$ cat config.mk
export PLATFORM = sky130hd
export DESIGN_NAME = scale_demux
export DESIGN_NICKNAME = d
export VERILOG_FILES = /design/src/rtl/scale_pkg.sv /design/src/rtl/scale_demux_lane.sv /design/src/rtl/scale_demux.sv
export SDC_FILE = /design/constraint.sdc
export NUM_CORES = 1
export LEC_CHECK = 0
export ABC_AREA = 0
export BUFFER_PORTS_ARGS = -buffer_cell sky130_fd_sc_hd__buf_2
export CAP_MARGIN = 10
export CORE_AREA = 4 4 82 84
export DETAILED_ROUTE_END_ITERATION = 6
export DIE_AREA = 0 0 86 88
export GPL_ROUTABILITY_DRIVEN = 0
export PLACE_DENSITY = 0.92
export SYNTH_ARGS = -nofsm -noshare
export SYNTH_HDL_FRONTEND = slang
export SYNTH_HIERARCHICAL = 1
export SYNTH_SLANG_ARGS = --single-unit
$ cat constraint.sdc
create_clock -name clk -period 5.39 [get_ports clk]
set_input_delay 0.8085 -clock clk [delete_from_list [all_inputs] [get_ports clk]]
set_output_delay 0.8085 -clock clk [all_outputs]
set_load 0.01 [all_outputs]
$ cat src/rtl/scale_pkg.sv
// Shared definitions for the scale_mux / scale_demux pair: lane select
// encoding and default widths.
package scale_pkg;

    typedef logic lane_sel_t;

    localparam lane_sel_t LANE_A = 1'b0;
    localparam lane_sel_t LANE_B = 1'b1;

    localparam int DEF_WIDTH = 8;
    localparam int DEF_CNT_W = 16;

endpackage

$ cat src/rtl/scale_demux_lane.sv
// One output lane of scale_demux: DEPTH-entry circular buffer with
// valid/ready output and a saturating delivered-beat counter.
module scale_demux_lane
    import scale_pkg::*;
#(
    parameter int WIDTH = DEF_WIDTH,
    parameter int DEPTH = 2,
    parameter int CNT_W = DEF_CNT_W
) (
    input  logic             clk,
    input  logic             rst,
    input  logic             push,
    input  logic [WIDTH-1:0] push_data,
    output logic             can_push,
    output logic [WIDTH-1:0] out_data,
    output logic             out_valid,
    input  logic             out_ready,
    output logic [CNT_W-1:0] cnt
);

    localparam int AW = $clog2(DEPTH);

    logic [WIDTH-1:0] mem_q [DEPTH];
    logic [WIDTH-1:0] mem_d [DEPTH];
    logic [AW-1:0]    rd_ptr_q, rd_ptr_d;
    logic [AW-1:0]    wr_ptr_q, wr_ptr_d;
    logic [AW:0]      count_q, count_d;
    logic [CNT_W-1:0] cnt_q, cnt_d;
    logic             empty, full, pop;

    assign empty     = (count_q == '0);
    assign full      = (count_q == (AW+1)'(DEPTH));
    // Suppressing valid during reset guarantees no beat is delivered in that cycle.
    assign out_valid = !empty && !rst;
    assign out_data  = out_valid ? mem_q[rd_ptr_q] : '0;
    assign pop       = out_valid && out_ready;
    assign can_push  = !full || pop;
    assign cnt       = cnt_q;

    always_comb begin
        mem_d    = mem_q;
        rd_ptr_d = rd_ptr_q;
        wr_ptr_d = wr_ptr_q;
        count_d  = count_q;
        cnt_d    = cnt_q;
        if (push) begin
            mem_d[wr_ptr_q] = push_data;
            wr_ptr_d        = wr_ptr_q + 1'b1;
        end
        if (pop) begin
            rd_ptr_d = rd_ptr_q + 1'b1;
            if (cnt_q != '1) begin
                cnt_d = cnt_q + 1'b1;
            end
        end
        case ({push, pop})
            2'b10:   count_d = count_q + 1'b1;
            2'b01:   count_d = count_q - 1'b1;
            default: count_d = count_q;
        endcase
    end

    always_ff @(posedge clk) begin
        if (rst) begin
            rd_ptr_q <= '0;
            wr_ptr_q <= '0;
            count_q  <= '0;
            cnt_q    <= '0;
        end else begin
            rd_ptr_q <= rd_ptr_d;
            wr_ptr_q <= wr_ptr_d;
            count_q  <= count_d;
            cnt_q    <= cnt_d;
        end
    end

    // Storage is never observed while empty, so it needs no reset.
    always_ff @(posedge clk) begin
        mem_q <= mem_d;
    end

endmodule

$ cat src/rtl/scale_demux.sv
// 1:2 valid/ready demultiplexer: each input beat is steered to lane A or B
// by in_sel_b; each lane buffers and drains independently.
module scale_demux
    import scale_pkg::*;
#(
    parameter int WIDTH = DEF_WIDTH,
    parameter int DEPTH = 2,
    parameter int CNT_W = DEF_CNT_W
) (
    input  logic             clk,
    input  logic             rst,
    input  logic [WIDTH-1:0] in_data,
    input  logic             in_sel_b,
    input  logic             in_valid,
    output logic             in_ready,
    output logic [WIDTH-1:0] out_a_data,
    output logic             out_a_valid,
    input  logic             out_a_ready,
    output logic [WIDTH-1:0] out_b_data,
    output logic             out_b_valid,
    input  logic             out_b_ready,
    output logic [CNT_W-1:0] cnt_a,
    output logic [CNT_W-1:0] cnt_b
);

    lane_sel_t sel;
    logic      a_can_push, b_can_push;
    logic      push_a, push_b;

    always_comb begin
        // Select is only trusted with a beat present, so an X select never leaks.
        sel      = in_valid ? lane_sel_t'(in_sel_b) : LANE_A;
        in_ready = !rst && ((sel == LANE_B) ? b_can_push : a_can_push);
        push_a   = in_valid && in_ready && (sel == LANE_A);
        push_b   = in_valid && in_ready && (sel == LANE_B);
    end

    scale_demux_lane #(.WIDTH(WIDTH), .DEPTH(DEPTH), .CNT_W(CNT_W)) u_lane_a (
        .clk       (clk),
        .rst       (rst),
        .push      (push_a),
        .push_data (in_data),
        .can_push  (a_can_push),
        .out_data  (out_a_data),
        .out_valid (out_a_valid),
        .out_ready (out_a_ready),
        .cnt       (cnt_a)
    );

    scale_demux_lane #(.WIDTH(WIDTH), .DEPTH(DEPTH), .CNT_W(CNT_W)) u_lane_b (
        .clk       (clk),
        .rst       (rst),
        .push      (push_b),
        .push_data (in_data),
        .can_push  (b_can_push),
        .out_data  (out_b_data),
        .out_valid (out_b_valid),
        .out_ready (out_b_ready),
        .cnt       (cnt_b)
    );

endmodule

==> impl_results.md, run 1 <==
* GRT Resource Usage Total at 22.3%
* Worst Hold Endpoint: u_lane_b/cnt[10]
* Area share of the largest cell type after synthesis at 27.8%
* Area leader, netlist: edfxtp_1
* Ys async rst share at 0%
* P&R area growth vs syn at 16.6%
* Ys flop type: dfxtp_1
* Switching share of power at 24.4%
* Clk pwr share at 39.8%
* Worst Hold Class: reg -> reg
* P_sw at 265 uW
* IO Pins at 65
* Number of synthesized flops with an enable pin at 32
* Largest family of logic cells by synthesized area: simple AND/OR/NAND/NOR gates
* Detailed Route WL at 8.24 mm
* Min-delay src: u_lane_b/cnt[10]
* CP endpoint kind: output port
* Distinct cell type count after synthesis at 49
* Placed instance area at 3820 um2
* Setup TNS at 0 ns
* Hold Fails Final Rpt at 0
* Largest net degree at the start of global routing at 52
* Post-synthesis mux area share at 8.22%
* Share of layout cells above drive strength 1 at 24.7%
* Finished Cell Area at 4030 um2
* DRT Pass-1 Iters at 5
* Clk_skew at 0.00572 ns
* Commonest non-fill, non-tap cell in the layout: buf_2
* CORE AREA at 5920 um2
* Max-cap violations at 0
* Final min period at 3.21 ns
* Vias in the first global route at 2763
* Clk pin slew, worst setup/hold paths at 0.08 ns
* Sequential area share after synthesis at 51.0%
* Routed wl met2 at 4.14 mm
* H-tree depth at 3
* Tightest Pin Transition at 0.931 ns
* Share of power burned in registers at 54.0%
* Synth Area in Adders at 1.45%
* Root Buffer: clkbuf_8
* Syn Inst Count at 332
* Fmax at 0.311 GHz
* Synthesized Nets at 350
* Synth Register Bits at 72
* Post-Syn Area per Cell at 10.4 um2
* Vias at 2905
* IR drop worst, VDD at 0.167 mV
* Final setup fails at 0
* Critical path fanouts, max at 51
* Met3 Wirelength at 590 um
* Synthesized area at 3450 um2
* Fin crit share at 59.6%
* Row count at 28
* Crit path DAT at 2.40 ns
* # nets final at 414
* Crit Path Category: in -> out
* Setup Buffers After CTS at 0
* WL met1 at 3.27 mm
* Unrepaired setup endpoints after global routing: false
* Initial Util at 58.3%
* Ranking of synthesized cells by area: edfxtp_1, dfxtp_1, mux2i_1
* Hold-fix buffers, CTS at 0
* Number of fill cells at 447
* Synth Warn # at 6
* CTS max path bufs at 2
* Die ar. at 7570 um2
* Slew headroom at 37.4%
* R2R Path Start: u_lane_a/cnt[0]
* Outcome: completed
* Combinational fraction of design power at 6.2%
* Total CTS buffers at 9
* Total grt overflow at 0
* Setup crit start kind: input port
* Compound-Gate Fraction of Synth Area at 8.70%
* Most frequent cells in the layout: buf_2, dfxtp_1, nor2_1
* Max layer used: met4
* Antenna cell count at 0
* R2R Setup Slk at 3.22 ns
* Initial detailed-routing violation count at 238
* Simple-gate share of the synthesized area at 25.7%
* Number of gates resized after cts at 0
* Int Pwr at 824 uW
* FF-to-FF path depth at 5
* Lkg Pwr at 0.00154 uW
* DPL Wire Length at 5.64 mm
* Reg2reg end: u_lane_a/cnt[10]
* Fin. max-slew vios at 0
* CTS Sinks at 72
* WP data required at 4.58 ns
* XOR/XNOR share of the synthesized area at 2.03%
* Register Area at 1760 um2
* Hold Crit Depth at 2
* Initial antenna violation count at 0
* First-pass GRT wire length at 13.1 mm
* Die height at 88 um
* DRC errors left at 0
* Wire length per cell at 17.3 um
* Post-DRT Antenna Nets at 0
* Area of the multi-input gates at 1590 um2
* CTS tree: yes
* Vias per cell at 6.10
* Port Buf Inserts at 64
* Worst-Skew Late Latency at 0.35 ns
* PwrDens at 270 nW/um2
* Die X at 86 um
worst max path at each step:
stage	from	end	slack, ns	cells past startpoint
2_1_floorplan	rst	out_b_data[0]	3.01	4
3_3_place_gp	rst	in_ready	2.27	6
3_5_place_dp	rst	in_ready	2.23	6
4_1_cts	rst	in_ready	2.23	6
5_1_grt	rst	out_b_data[7]	2.01	5
6_report	rst	in_ready	2.18	6
area by class of cell:
type,count,area share (%)
multi-input combinational,234,39.5
timing repair buffer,64,7.96
inverter,15,1.40
tap,75,2.33
sequential,72,43.8
clock buffer,9,3.08
clock inverter,7,1.99
synthesized netlist by cell type (all sizes together), types with 3 or more instances:
library cell	n
buf	4
nand4	13
ha	4
dfxtp	40
clkbuf	7
a21oi	14
and2b	5
nand3	11
o31ai	10
mux2i	16
nor2	39
nor4	14
o311ai	6
and2	6
or4	14
o41ai	3
nand2	16
xnor2	6
or3	7
nor2b	7
mux2	11
edfxtp	32
o21ai	7
inv	15
routing by layer:
metal  up-vias  global-route usage [%]
met5         -                       0
met4         0                    9.06
met3        22                    5.83
met2       147                    38.5
met1      1355                    26.5
li1       1381                       -
sequential cells by signal (all words and copies together) (netlist names):
name and count:
u_lane_a/cnt 16, u_lane_a/count_q 2, u_lane_a/mem_q 16, u_lane_a/rd_ptr_q 1, u_lane_a/wr_ptr_q 1, u_lane_b/cnt 16
u_lane_b/count_q 2, u_lane_b/mem_q 16, u_lane_b/rd_ptr_q 1, u_lane_b/wr_ptr_q 1
logic make-up (layout without fill, tap and decap cells):
kind of cell,after synthesis,after routing
multiplexers,27,27
AO/OA/AOI/OAI,45,45
flip-flops,72,72
adder cells (fa/ha/maj),4,4
XOR/XNOR,8,8
buffers and inverters,26,95
AND/OR/NAND/NOR,150,150
power groups by stage:
stage	Sequential (uW)	Clock, uW	Combinational (uW)
after floorplan	596	0	44.2
after global placement	600	0	62.1
after detailed placement	600	0	66.2
after CTS	588	438	67.4
after global routing	589	464	74.3
final	588	433	67.6
critical path, stage by stage:
cell and delay, ns:
buf_2 0.65, nand2b_1 0.27, nand3b_1 0.09, and4b_1 0.23, a31o_1 0.20, buf_2 0.14
through the flow:
stage | power [uW] | utilization (%) | hold WS [ns] | setup WS (ns) | instances
floorplan | 641 | - | 0.480 | 3.01 | 332
global placement | 662 | 64.6 | 0.489 | 2.27 | 460
detailed placement | 667 | 64.6 | 0.509 | 2.23 | 460
CTS | 1090 | 68.0 | 0.520 | 2.23 | 476
global route | 1130 | 68.0 | 0.567 | 2.01 | 476
finish | 1090 | 68.0 | 0.525 | 2.18 | 476
Note: power is estimated with default switching activity, not from simulation.
==> run 2: changes to the inputs <==
--- a/config.mk
+++ b/config.mk
@@ -8,11 +8,11 @@
 export ABC_AREA = 0
 export BUFFER_PORTS_ARGS = -buffer_cell sky130_fd_sc_hd__buf_2
 export CAP_MARGIN = 10
-export CORE_AREA = 4 4 82 84
+export CORE_AREA = 4 4 85 87
 export DETAILED_ROUTE_END_ITERATION = 6
-export DIE_AREA = 0 0 86 88
+export DIE_AREA = 0 0 89 91
 export GPL_ROUTABILITY_DRIVEN = 0
-export PLACE_DENSITY = 0.92
+export PLACE_DENSITY = 0.87
 export SYNTH_ARGS = -nofsm -noshare
 export SYNTH_HDL_FRONTEND = slang
 export SYNTH_HIERARCHICAL = 1
==> constraint.sdc (replaced) <==
create_clock -name clk -period 2.97 [get_ports clk]
set_input_delay 0.4455 -clock clk [delete_from_list [all_inputs] [get_ports clk]]
set_output_delay 0.4455 -clock clk [all_outputs]
set_load 0.01 [all_outputs]
==> run 2 against run 1 <==
Against the previous run:
- setup slack worse by 1.4 ns
- register-to-register slack got worse by 2.4 ns
- global-route usage is 3.3 points lower
==> impl_results.md, run 2 (same netlist as run 1, synthesis figures left out) <==
* Worst Hold Class: in -> reg
* Reg2reg end: u_lane_b/cnt[1]
* Slew headroom at 39.0%
* Total CTS buffers at 9
* Crit Path Category: reg -> reg
* GR met1 Demand/Resource at 23.9%
* Total grt overflow at 0
* # nets final at 416
* Hold Fails Final Rpt at 0
* GR peak layer: met2
* Setup crit start: u_lane_b/cnt[0]
* CP endpoint kind: register
* CTS max path bufs at 2
* Crit path DAT at 2.41 ns
* Setup TNS at 0 ns
* Initial antenna violation count at 0
* Fin. max-slew vios at 0
* Clk pin slew, worst setup/hold paths at 0.08 ns
* Initial Util at 54.4%
* Met3 Resource Use GR at 5.52%
* GRT Resource Usage Total at 19.0%
* P&R area growth vs syn at 17.6%
* Hold Crit Depth at 1
* Share of layout cells above drive strength 1 at 24.8%
* H-tree depth at 3
* Met2 GRT Util at 31.3%
* Antenna cell count at 0
* Vias in the first global route at 2739
* Min-delay src: in_data[6]
* Tightest Pin Transition at 0.907 ns
* CORE AREA at 6350 um2
* Die ar. at 8100 um2
* Most frequent cells in the layout: buf_2, dfxtp_1, nor2_1
* Clk_skew at 0.00636 ns
* PwrDens at 501 nW/um2
* IO Pins at 65
* CTS tree: yes
* FF-to-FF path depth at 5
* First-pass GRT wire length at 12.2 mm
* Critical path fanouts, max at 13
* Setup crit start kind: register
* Root Buffer: clkbuf_8
* Fmax at 0.461 GHz
* Vias at 2863
* R2R Setup Slk at 0.80 ns
* WP data required at 3.21 ns
* Worst Hold Endpoint: u_lane_a/mem_q[6]
* Die X at 89 um
* CTS Sinks at 72
* Max-cap violations at 0
* Final min period at 2.17 ns
* Final setup fails at 0
* Vias per cell at 5.96
* Row count at 29
* IR drop worst, VDD at 0.312 mV
* Hold-fix buffers, CTS at 0
* Fin crit share at 73.1%
* Post-DRT Antenna Nets at 0
* Port Buf Inserts at 64
* Total chip power at 2030 uW
* Outcome: completed
* Number of gates resized after cts at 0
* R2R Path Start: u_lane_b/cnt[0]
* Largest net degree at the start of global routing at 22
* Wire length per cell at 15.6 um
* Die height at 91 um
* DRT Pass-1 Iters at 5
* Initial detailed-routing violation count at 187
* Worst-Skew Late Latency at 0.35 ns
* DRC errors left at 0
* DPL Wire Length at 5.43 mm
* Detailed Route WL at 7.51 mm
* Commonest non-fill, non-tap cell in the layout: buf_2
* Lkg Pwr at 0.00155 uW
* Unrepaired setup endpoints after global routing: false
* Setup Buffers After CTS at 0
run 2: changes by cell type in the layout (fill, tap and decap cells not counted), sizes merged:
cell / change
clkbuf: +1
inv: -1
bufinv: +1
buf: +2
clkinvlp: +1
clkinv: -2
run 2: cell type report:
class | count | area, um2
Multi-Input combinational cell | 234 | 1590
Fill cell | 485 | 2290
Clock inverter | 6 | 92.6
Inverter | 15 | 56.3
Tap cell | 77 | 96.3
Sequential cell | 72 | 1760
Clock buffer | 10 | 128
Timing Repair Buffer | 66 | 335
run 2: worst max-delay path by stage:
stage	depth (start not counted)	slack, ns	to
2_1_floorplan	5	0.99	u_lane_a/cnt[10]
3_3_place_gp	7	0.84	u_lane_a/count_q[1]
3_5_place_dp	7	0.76	u_lane_a/count_q[1]
4_1_cts	5	0.83	u_lane_b/cnt[1]
5_1_grt	5	0.57	u_lane_b/cnt[3]
6_report	5	0.80	u_lane_b/cnt[1]
run 2: worst max-delay path, stage by stage, from the launching register on:
cell,delay [ns]
dfxtp_1,0.45
ha_1,0.24
nand4_1,0.18
nor4_2,0.79
nor2_1,0.11
mux2_2,0.30
run 2: routing by layer:
layer	wire length, um	vias up	part of all wire (%)
li1	-	1388	-
met1	3090	1379	41
met2	3750	85	50
met3	542	11	7.2
met4	121	0	1.6
met5	0	-	0
run 2: through the flow:
step | setup slack (ns) | cells | utilization [%] | hold slack [ns] | cell area [um2]
6_report | 0.800 | 480 | 63.9 | 0.325 | 4060
3_3_place_gp | 0.840 | 464 | 60.5 | 0.491 | 3840
5_1_grt | 0.569 | 480 | 63.9 | 0.308 | 4060
3_5_place_dp | 0.762 | 464 | 60.5 | 0.510 | 3840
4_1_cts | 0.829 | 480 | 63.9 | 0.317 | 4060
2_1_floorplan | 0.986 | 332 | - | 0.480 | 3450
run 2: report_power, final:
part,switching [uW],internal (uW)
combinational,72.5,48.8
sequential,16.4,1050
clock,367,477
==> run 3: changes to the inputs <==
==> constraint.sdc (replaced) <==
create_clock -name clk -period 2.2 [get_ports clk]
set_input_delay 0.33 -clock clk [delete_from_list [all_inputs] [get_ports clk]]
set_output_delay 0.33 -clock clk [all_outputs]
set_load 0.01 [all_outputs]
==> run 3 against run 2 <==
Against the previous run:
- register-to-register slack lost 0.59 ns
- clock-buffer cell count shrank 1
- die area is the same
- combinational power grew 40%
- critical path type unchanged
==> impl_results.md, run 3 (same netlist as run 1, synthesis figures left out) <==
* Vias at 2939
* R2R Path Start: u_lane_a/cnt[0]
* P&R area growth vs syn at 18.2%
* Worst-Skew Late Latency at 0.35 ns
* CTS tree: yes
* Critical path endpoint: u_lane_a/cnt[10]
* Total CTS buffers at 9
* Vias per cell at 6.02
* Clk_skew at 0.0119 ns
* Port Buf Inserts at 64
* H-tree depth at 3
* Commonest non-fill, non-tap cell in the layout: buf_2
* Die X at 89 um
* DRT Pass-1 Iters at 5
* Worst Hold Class: in -> reg
* Largest net degree at the start of global routing at 22
* Root Buffer: clkbuf_8
* Share of layout cells above drive strength 1 at 26.5%
* IR drop worst, VDD at 0.425 mV
* CTS Sinks at 72
* Max-cap violations at 0
* FF-to-FF path depth at 5
* Initial antenna violation count at 0
* R2R Setup Slk at 0.21 ns
* # nets final at 424
* Initial Util at 54.4%
* Row count at 29
* Hold-fix buffers, CTS at 0
* Lkg Pwr at 0.00157 uW
* Final setup fails at 0
* Initial detailed-routing violation count at 199
* Reg2reg end: u_lane_a/cnt[10]
* Combinational fraction of design power at 6.5%
* First-pass GRT wire length at 12.4 mm
* Hold Fails Final Rpt at 0
* Die ar. at 8100 um2
* GRT Resource Usage Total at 19.2%
* Setup crit start kind: register
* Tightest Pin Transition at 0.658 ns
* Die height at 91 um
* Final min period at 1.99 ns
* Number of gates resized after cts at 0
* Antenna cell count at 0
* P_sw at 657 uW
* Critical path fanouts, max at 7
* Post-DRT Antenna Nets at 0
* Total grt overflow at 0
* Fin crit share at 90.6%
* Most frequent cells in the layout: buf_2, dfxtp_1, nor2_1
* Clk pin slew, worst setup/hold paths at 0.08 ns
* CTS max path bufs at 2
* Clk pwr share at 37.5%
* Share of power burned in registers at 55.9%
* Utilization after layout at 64.3%
* CORE AREA at 6350 um2
* Slew headroom at 55.9%
* Setup crit start: u_lane_a/cnt[0]
* Vias in the first global route at 2624
* WP data required at 2.44 ns
* Detailed Route WL at 7.57 mm
* Setup Buffers After CTS at 0
* Fmax at 0.502 GHz
* DPL Wire Length at 5.39 mm
* IO Pins at 65
* WHS at 0.206 ns
* Crit Path Category: reg -> reg
* Outcome: completed
* PwrDens at 630 nW/um2
* Wire length per cell at 15.5 um
* Unrepaired setup endpoints after global routing: false
* CP endpoint kind: register
* Setup TNS at 0 ns
* Fin. max-slew vios at 0
* Int Pwr at 1920 uW
* Number of fill cells at 492
* Switching share of power at 25.5%
* Crit path DAT at 2.23 ns
* DRC errors left at 0
[run 3: cell types whose count changed in the layout (fill, tap and decap cells not counted)]
| cell | change |
|---|---|
| buf_4 | +8 |
| inv_6 | +4 |
| bufinv_16 | -2 |
| clkbuf_1 | -1 |
| clkinv_4 | -1 |
[run 3: cell type report]
type	count	area, um2	share of cell area [%]
Clock buffer	9	124	3.03
Clock inverter	7	58.8	1.44
Sequential cell	72	1760	43.2
Tap cell	77	96.3	2.36
Inverter	15	56.3	1.38
Timing Repair Buffer	74	395	9.68
Multi-Input combinational cell	234	1590	39.0
[run 3: stage by stage]
step / instances / worst slack (ns) / cell area [um2] / power [uW]
after floorplan: 332 / 0.216 / 3450 / 1570
after global placement: 472 / 0.268 / 3900 / 1630
after detailed placement: 472 / 0.185 / 3900 / 1640
after CTS: 488 / 0.207 / 4080 / 2590
after global routing: 488 / 0.108 / 4080 / 2680
final: 488 / 0.208 / 4080 / 2570
[run 3: layer usage]
| layer | vias up | GRT usage, % | share of wire [%] |
|---|---|---|---|
| met4 | 0 | 8.06 | 1.7 |
| met1 | 1405 | 25.1 | 42 |
| met2 | 118 | 30.8 | 50 |
| li1 | 1403 | - | - |
| met5 | - | 0 | 0 |
| met3 | 13 | 3.71 | 6.5 |
[run 3: power groups by stage]
stage	Clock, uW	Combinational (uW)	Sequential, uW
after floorplan	0	108	1460
after CTS	984	169	1440
after detailed placement	0	168	1470
after global placement	0	163	1470
after global routing	1050	187	1440
final	966	169	1440
[run 3: critical path, stage by stage, from the launching register on]
cell	delay, ns
dfxtp_1	0.45
ha_1	0.20
nand4_1	0.12
or4_4	0.45
nor4b_1	0.32
mux2_1	0.34
[run 3: how the worst min path moves through the flow]
stage                                     end                 from  slack (ns)  cells after the start
final                      u_lane_b/mem_q[14]           in_data[6]        0.21                      1
after global routing        u_lane_b/mem_q[6]           in_data[6]        0.18                      1
after detailed placement  u_lane_a/count_q[1]  u_lane_a/count_q[1]        0.51                      2
after global placement    u_lane_a/count_q[1]  u_lane_a/count_q[1]        0.49                      2
after floorplan             u_lane_a/mem_q[0]           in_data[0]        0.43                      0
after CTS                  u_lane_b/mem_q[14]           in_data[6]        0.19                      1
